**config.mk**
```make
export PLATFORM = sky130hd
export DESIGN_NAME = edf_urgency_tracker
export DESIGN_NICKNAME = d
export VERILOG_FILES = /design/src/rtl/edf_urgency_tracker.sv
export SDC_FILE = /design/constraint.sdc
export NUM_CORES = 1
export LEC_CHECK = 0
export ABC_AREA = 1
export CAP_MARGIN = 40
export CELL_PAD_IN_SITES_DETAIL_PLACEMENT = 0
export CELL_PAD_IN_SITES_GLOBAL_PLACEMENT = 1
export CORE_MARGIN = 2
export CORE_UTILIZATION = 36
export CTS_CLUSTER_DIAMETER = 150
export DETAILED_ROUTE_END_ITERATION = 10
export PLACE_DENSITY_LB_ADDON = 0.08
export SLEW_MARGIN = 20
export SYNTH_ARGS = -nofsm -noshare
export SYNTH_HDL_FRONTEND = slang
export SYNTH_SLANG_ARGS = --single-unit
```
**constraint.sdc**
```tcl
create_clock -name clk -period 1.4 [get_ports clk]
set_input_delay 0.28 -clock clk [delete_from_list [all_inputs] [get_ports clk]]
set_output_delay 0.28 -clock clk [all_outputs]
set_load 0.05 [all_outputs]
```
**src/rtl/edf_urgency_tracker.sv**
```systemverilog
// Per-queue aged-urgency tracker feeding a max-discriminant selector tree, with a grant/hold FSM.
// Optional out_starved port is enabled by defining URGENCY_STARVATION_FLAG_EN.
module edf_urgency_tracker #(
    parameter int NB_QUEUES         = 4,
    parameter int VALUE_SIZE        = 2,
    parameter int DISCRIMINANT_SIZE = 4,
    parameter int TICK_PERIOD       = 8,
    parameter int HOLD_CYCLES       = 3
) (
    input  logic                                   clk,
    input  logic                                   resetn,
    input  logic [NB_QUEUES-1:0]                   in_request,
    output logic [NB_QUEUES*VALUE_SIZE-1:0]        out_values,
    output logic [NB_QUEUES*DISCRIMINANT_SIZE-1:0] out_discriminants,
    input  logic                                   in_grant_valid,
    input  logic [VALUE_SIZE-1:0]                  in_grant_value,
    output logic                                   out_grant_ready,
    output logic                                   out_grant_error
`ifdef URGENCY_STARVATION_FLAG_EN
    ,
    output logic [NB_QUEUES-1:0]                   out_starved
`endif
);

    localparam int PRESC_W = (TICK_PERIOD > 1) ? $clog2(TICK_PERIOD) : 1;
    localparam int HOLD_W  = (HOLD_CYCLES > 1) ? $clog2(HOLD_CYCLES) : 1;

    typedef enum logic [0:0] {
        ST_READY = 1'b0,
        ST_HOLD  = 1'b1
    } state_t;

    typedef logic [DISCRIMINANT_SIZE-1:0] urgency_t;

    state_t                state;
    logic [HOLD_W-1:0]     hold_cnt;
    logic [VALUE_SIZE-1:0] frozen_id;
    logic [PRESC_W-1:0]    presc;
    urgency_t              urgency      [NB_QUEUES];
    urgency_t              urgency_next [NB_QUEUES];

    logic                  tick;
    logic                  handshake;
    logic                  grant_legal;
    logic                  hold_active;
    logic [NB_QUEUES-1:0]  grant_hit;
    logic [NB_QUEUES-1:0]  freeze;

    assign tick        = (presc == PRESC_W'(TICK_PERIOD - 1));
    assign handshake   = in_grant_valid & out_grant_ready;
    assign hold_active = (state == ST_HOLD) && (hold_cnt != '0);

    // Legality is decoded per queue instead of a magnitude compare, so it stays
    // correct when NB_QUEUES fills the whole index range.
    always_comb begin
        // NOTE: every combinational output gets a default first so no latch is inferred.
        grant_hit = '0;
        for (int i = 0; i < NB_QUEUES; i++) begin
            grant_hit[i] = (in_grant_value == VALUE_SIZE'(i));
        end
        grant_legal = |grant_hit;
    end

    // A queue is frozen both in the cycle its grant lands and while the hold
    // countdown is non-zero; the last HOLD cycle already lets it restart at 1.
    always_comb begin
        freeze = '0;
        for (int i = 0; i < NB_QUEUES; i++) begin
            freeze[i] = (handshake & grant_hit[i]) |
                        (hold_active & (frozen_id == VALUE_SIZE'(i)));
        end
    end

    always_comb begin
        for (int i = 0; i < NB_QUEUES; i++) begin
            urgency_next[i] = urgency[i];
            if (freeze[i] || !in_request[i]) begin
                urgency_next[i] = '0;
            end else if (urgency[i] == '0) begin
                urgency_next[i] = urgency_t'(1);
            end else if (tick && (urgency[i] != '1)) begin
                urgency_next[i] = urgency[i] + urgency_t'(1);
            end
        end
    end

    always_ff @(posedge clk or negedge resetn) begin
        if (!resetn) begin
            presc <= '0;
        end else if (tick) begin
            // NOTE: sequential state uses non-blocking assignments only.
            presc <= '0;
        end else begin
            presc <= presc + PRESC_W'(1);
        end
    end

    // Counters are a handful of flops, not a RAM, so they take the async reset.
    always_ff @(posedge clk or negedge resetn) begin
        if (!resetn) begin
            for (int i = 0; i < NB_QUEUES; i++) urgency[i] <= '0;
        end else begin
            for (int i = 0; i < NB_QUEUES; i++) urgency[i] <= urgency_next[i];
        end
    end

    always_ff @(posedge clk or negedge resetn) begin
        if (!resetn) begin
            state           <= ST_READY;
            hold_cnt        <= '0;
            frozen_id       <= '0;
            out_grant_ready <= 1'b1;
            out_grant_error <= 1'b0;
        end else begin
            out_grant_error <= handshake & ~grant_legal;
            case (state)
                ST_READY: begin
                    if (handshake && grant_legal) begin
                        frozen_id       <= in_grant_value;
                        hold_cnt        <= HOLD_W'(HOLD_CYCLES - 1);
                        state           <= ST_HOLD;
                        out_grant_ready <= 1'b0;
                    end
                end
                ST_HOLD: begin
                    if (hold_cnt == '0) begin
                        state           <= ST_READY;
                        out_grant_ready <= 1'b1;
                    end else begin
                        hold_cnt <= hold_cnt - HOLD_W'(1);
                    end
                end
                default: begin
                    state           <= ST_READY;
                    out_grant_ready <= 1'b1;
                end
            endcase
        end
    end

    for (genvar g = 0; g < NB_QUEUES; g++) begin : g_out
        assign out_values[g*VALUE_SIZE +: VALUE_SIZE]               = VALUE_SIZE'(g);
        assign out_discriminants[g*DISCRIMINANT_SIZE +: DISCRIMINANT_SIZE] = urgency[g];
    end

`ifdef URGENCY_STARVATION_FLAG_EN
    always_ff @(posedge clk or negedge resetn) begin
        if (!resetn) begin
            out_starved <= '0;
        end else begin
            for (int i = 0; i < NB_QUEUES; i++) out_starved[i] <= (urgency_next[i] == '1);
        end
    end
`endif

endmodule

```
==> impl_metrics.ini <==
[clock_network]
cts_tree = done
htreeDepth = 1
numCtsBuffers = 3
cts.sinks = 26
cts-root-buf = clkbuf_8
cts.path.max_buffers = 2
clkLatencyLatePin_ns = 0.27
cts_hold_buf = 0
clk_pin_slew_ns = 0.09

[die]
die_h_um = 70.0
die_area_sq_um = 4910
initial_utilization_pct = 36.8
fp-row-count = 24
pin_count = 35
coreArea_sq_um = 4260
die_x_um = 70.0

[final_layout]
fillers = 404
drive_gt1_share_pct = 29.1
register_area_sq_um = 662
area_growth_pct = 46.4
multi_input_area_sq_um = 822
num_antenna_cells = 0
design_area_sq_um = 2300
num-nets-final = 268

[sta]
setup-tns-final_ns = 0
slew_violations = 0
maxClockFrequency_ghz = 0.760
layout_min_cycle_time_ns = 1.32
rsz0062_at_grt = false
finalHoldViolations = 0
setup_viol = 0
finalCritPeriodShare_pct = 94.0
fin_worst_skew_ns = 0.00646
setup_ws_ns = 0.0846

[global_route]
grt_pass1_vias = 1340
overflow = 0
gr-usage-all-layers_pct = 14.6
grt_max_degree = 27
grt_pass1_wl_um = 5900
antenna_found_initial = 0

[synth]
postSynthCellCount = 203
synth_top_family_by_area = simple AND/OR/NAND/NOR gates
post-synth-top-count-cell = nand2_1
ys_ff_latch = 26
synth_flop_cell = dfrtp_1
synth-compound-area-share_pct = 6.06
synthTopCellsByArea = dfrtp_1 (40%), nand2_1 (9.1%), ha_1 (8.8%)
ys_warn_count = 0
yosys.area.top_type_share_pct = 39.8
synth-simple-area-share_pct = 28.8
synthTopCellsByCount = nand2_1 (38), inv_1 (36), dfrtp_1 (25)
synth_top_area_cell = dfrtp_1
yosysSeqAreaShare_pct = 41.5
post_synth_num_cell_types = 22
synth-edff-count = 0
avgSynthCellArea_sq_um = 7.74
synth_fa_ha_area_share_pct = 8.76
synthMuxAreaShare_pct = 0
synthArstFlopShare_pct = 100
syn_area_sq_um = 1570
synth-xor-area-share_pct = 1.67

[critical_path]
critPathLaunchType = flop
r2r_end = out_discriminants[9]$_DFFE_PN0P_
critical_path.reg2reg.startpoint = presc[0]$_DFF_PN0_
endpoint_kind = flop
r2r_slack_ns = 0.08
crit_type = reg2reg
cp_max_fo = 6
crit_arrival_ns = 1.48
crit_required_ns = 1.56
reg2regPathDepth = 6

[power]
irDropWorstVdd_uv = 931
power_per_cell_area_nw_per_um2 = 1700
p_leak_nw = 1.12

[routing]
routedWlPerCell_um = 11.2
drtAntennaViolNets = 0
first_iter_violations = 88
drc = 0
wl_um = 3360
vias = 1407
drt-pass1-iter-count = 4
avgViaCountPerCell = 4.71

[placement]
gp_congestion = 0.829
port_buffers = 26
dpl_cell_area_sq_um = 2130
dp_hpwl_um = 2530
post-place-ws_ns = -0.201

[run_status]
outcome = complete, no violations

[run]
maxCapViolCount = 0

[min_path]
hp-class = in2async
power breakdown:
| part | total (W) | internal, W | switching [W] |
|---|---|---|---|
| sequential | 0.00122 | 0.000976 | 0.000246 |
| combinational | 0.00225 | 0.000990 | 0.00126 |
| clock | 0.000441 | 0.000204 | 0.000238 |
final cells by class:
type                       instances  share of cell area, %
clock buffer                       4                   1.96
inverter                          37                   6.04
multi-input combinational        139                   35.8
sequential                        26                   28.8
tap                               52                   2.83
timing repair buffer              41                   24.6
sequential cells by signal, summed over array words and instances, names as in the netlist:
| signal | cells |
|---|---|
| out_grant_error | 1 |
| out_discriminants | 16 |
| out_grant_ready | 1 |
| state | 1 |
| presc | 3 |
| hold_cnt | 2 |
| frozen_id | 2 |
critical path, stage by stage, from the launching register on:
cell and delay, ns:
dfrtp_1 0.40, ha_2 0.20, ha_4 0.19, nand2_2 0.10, inv_2 0.06, o211ai_1 0.20, nand2_1 0.07
how the worst max path moves through the flow:
stage / start / end / depth (start not counted)
2_1_floorplan: out_discriminants[0]$_DFFE_PN0P_ / out_discriminants[0]$_DFFE_PN0P_ / 8
6_report: presc[0]$_DFF_PN0_ / out_discriminants[9]$_DFFE_PN0P_ / 6
3_3_place_gp: in_grant_value[1] / out_discriminants[5]$_DFFE_PN0P_ / 6
4_1_cts: hold_cnt[0]$_DFFE_PN0P_ / out_discriminants[9]$_DFFE_PN0P_ / 8
3_5_place_dp: in_grant_value[1] / out_discriminants[5]$_DFFE_PN0P_ / 6
5_1_grt: presc[0]$_DFF_PN0_ / out_discriminants[9]$_DFFE_PN0P_ / 6
through the flow:
stage                     cells  power [W]  util, %  hold WS (ns)
after detailed placement    289    0.00327     50.0         0.423
after CTS                   293    0.00374     51.5         0.362
after global routing        299    0.00422     53.9         0.367
after floorplan             210    0.00245        -       -0.0156
final                       299    0.00391     53.9         0.357
after global placement      289    0.00324     50.0         0.413
metal layers:
metal,share of wire (%),track usage [%],vias to the layer above,routed length [um]
met2,46,23.1,24,1540
met4,0.59,4.27,0,20
met1,50,21.1,654,1690
li1,-,-,727,-
met3,3.2,1.88,2,109
met5,0,0,-,0
kinds of logic (layout without fill, tap and decap cells):
kind of cell    after synthesis  in the layout
flops                        26             26
other cells                   2              9
xor+xnor                      3              3
fa+ha+maj                    11             11
simple gates                 99             99
buf+inv                      45             82
compound gates               17             17
repair_timing:
| item | in CTS | in global routing |
|---|---|---|
| setup endpoints to repair | 12 | 15 |
| pin swaps | 0 | 5 |
| gates resized for setup | 4 | 20 |
| setup buffers | 0 | 6 |
placed cells by master, fill, tap and decap left out, drive strengths merged:
master         instances
nand4                  9
clkbuf                 4
inv                   37
nand3                 20
o21ai                  8
dfstp                  1
a22oi                  1
buf                   33
xor2                   3
conb                   9
nand2                 41
nor3b                  1
dfrtp                 25
o211ai                 3
ha                    11
nor3                   6
a21oi                  5
clkdlybuf4s50          8
nor2                  22
Note: power is estimated with default switching activity, not from simulation.
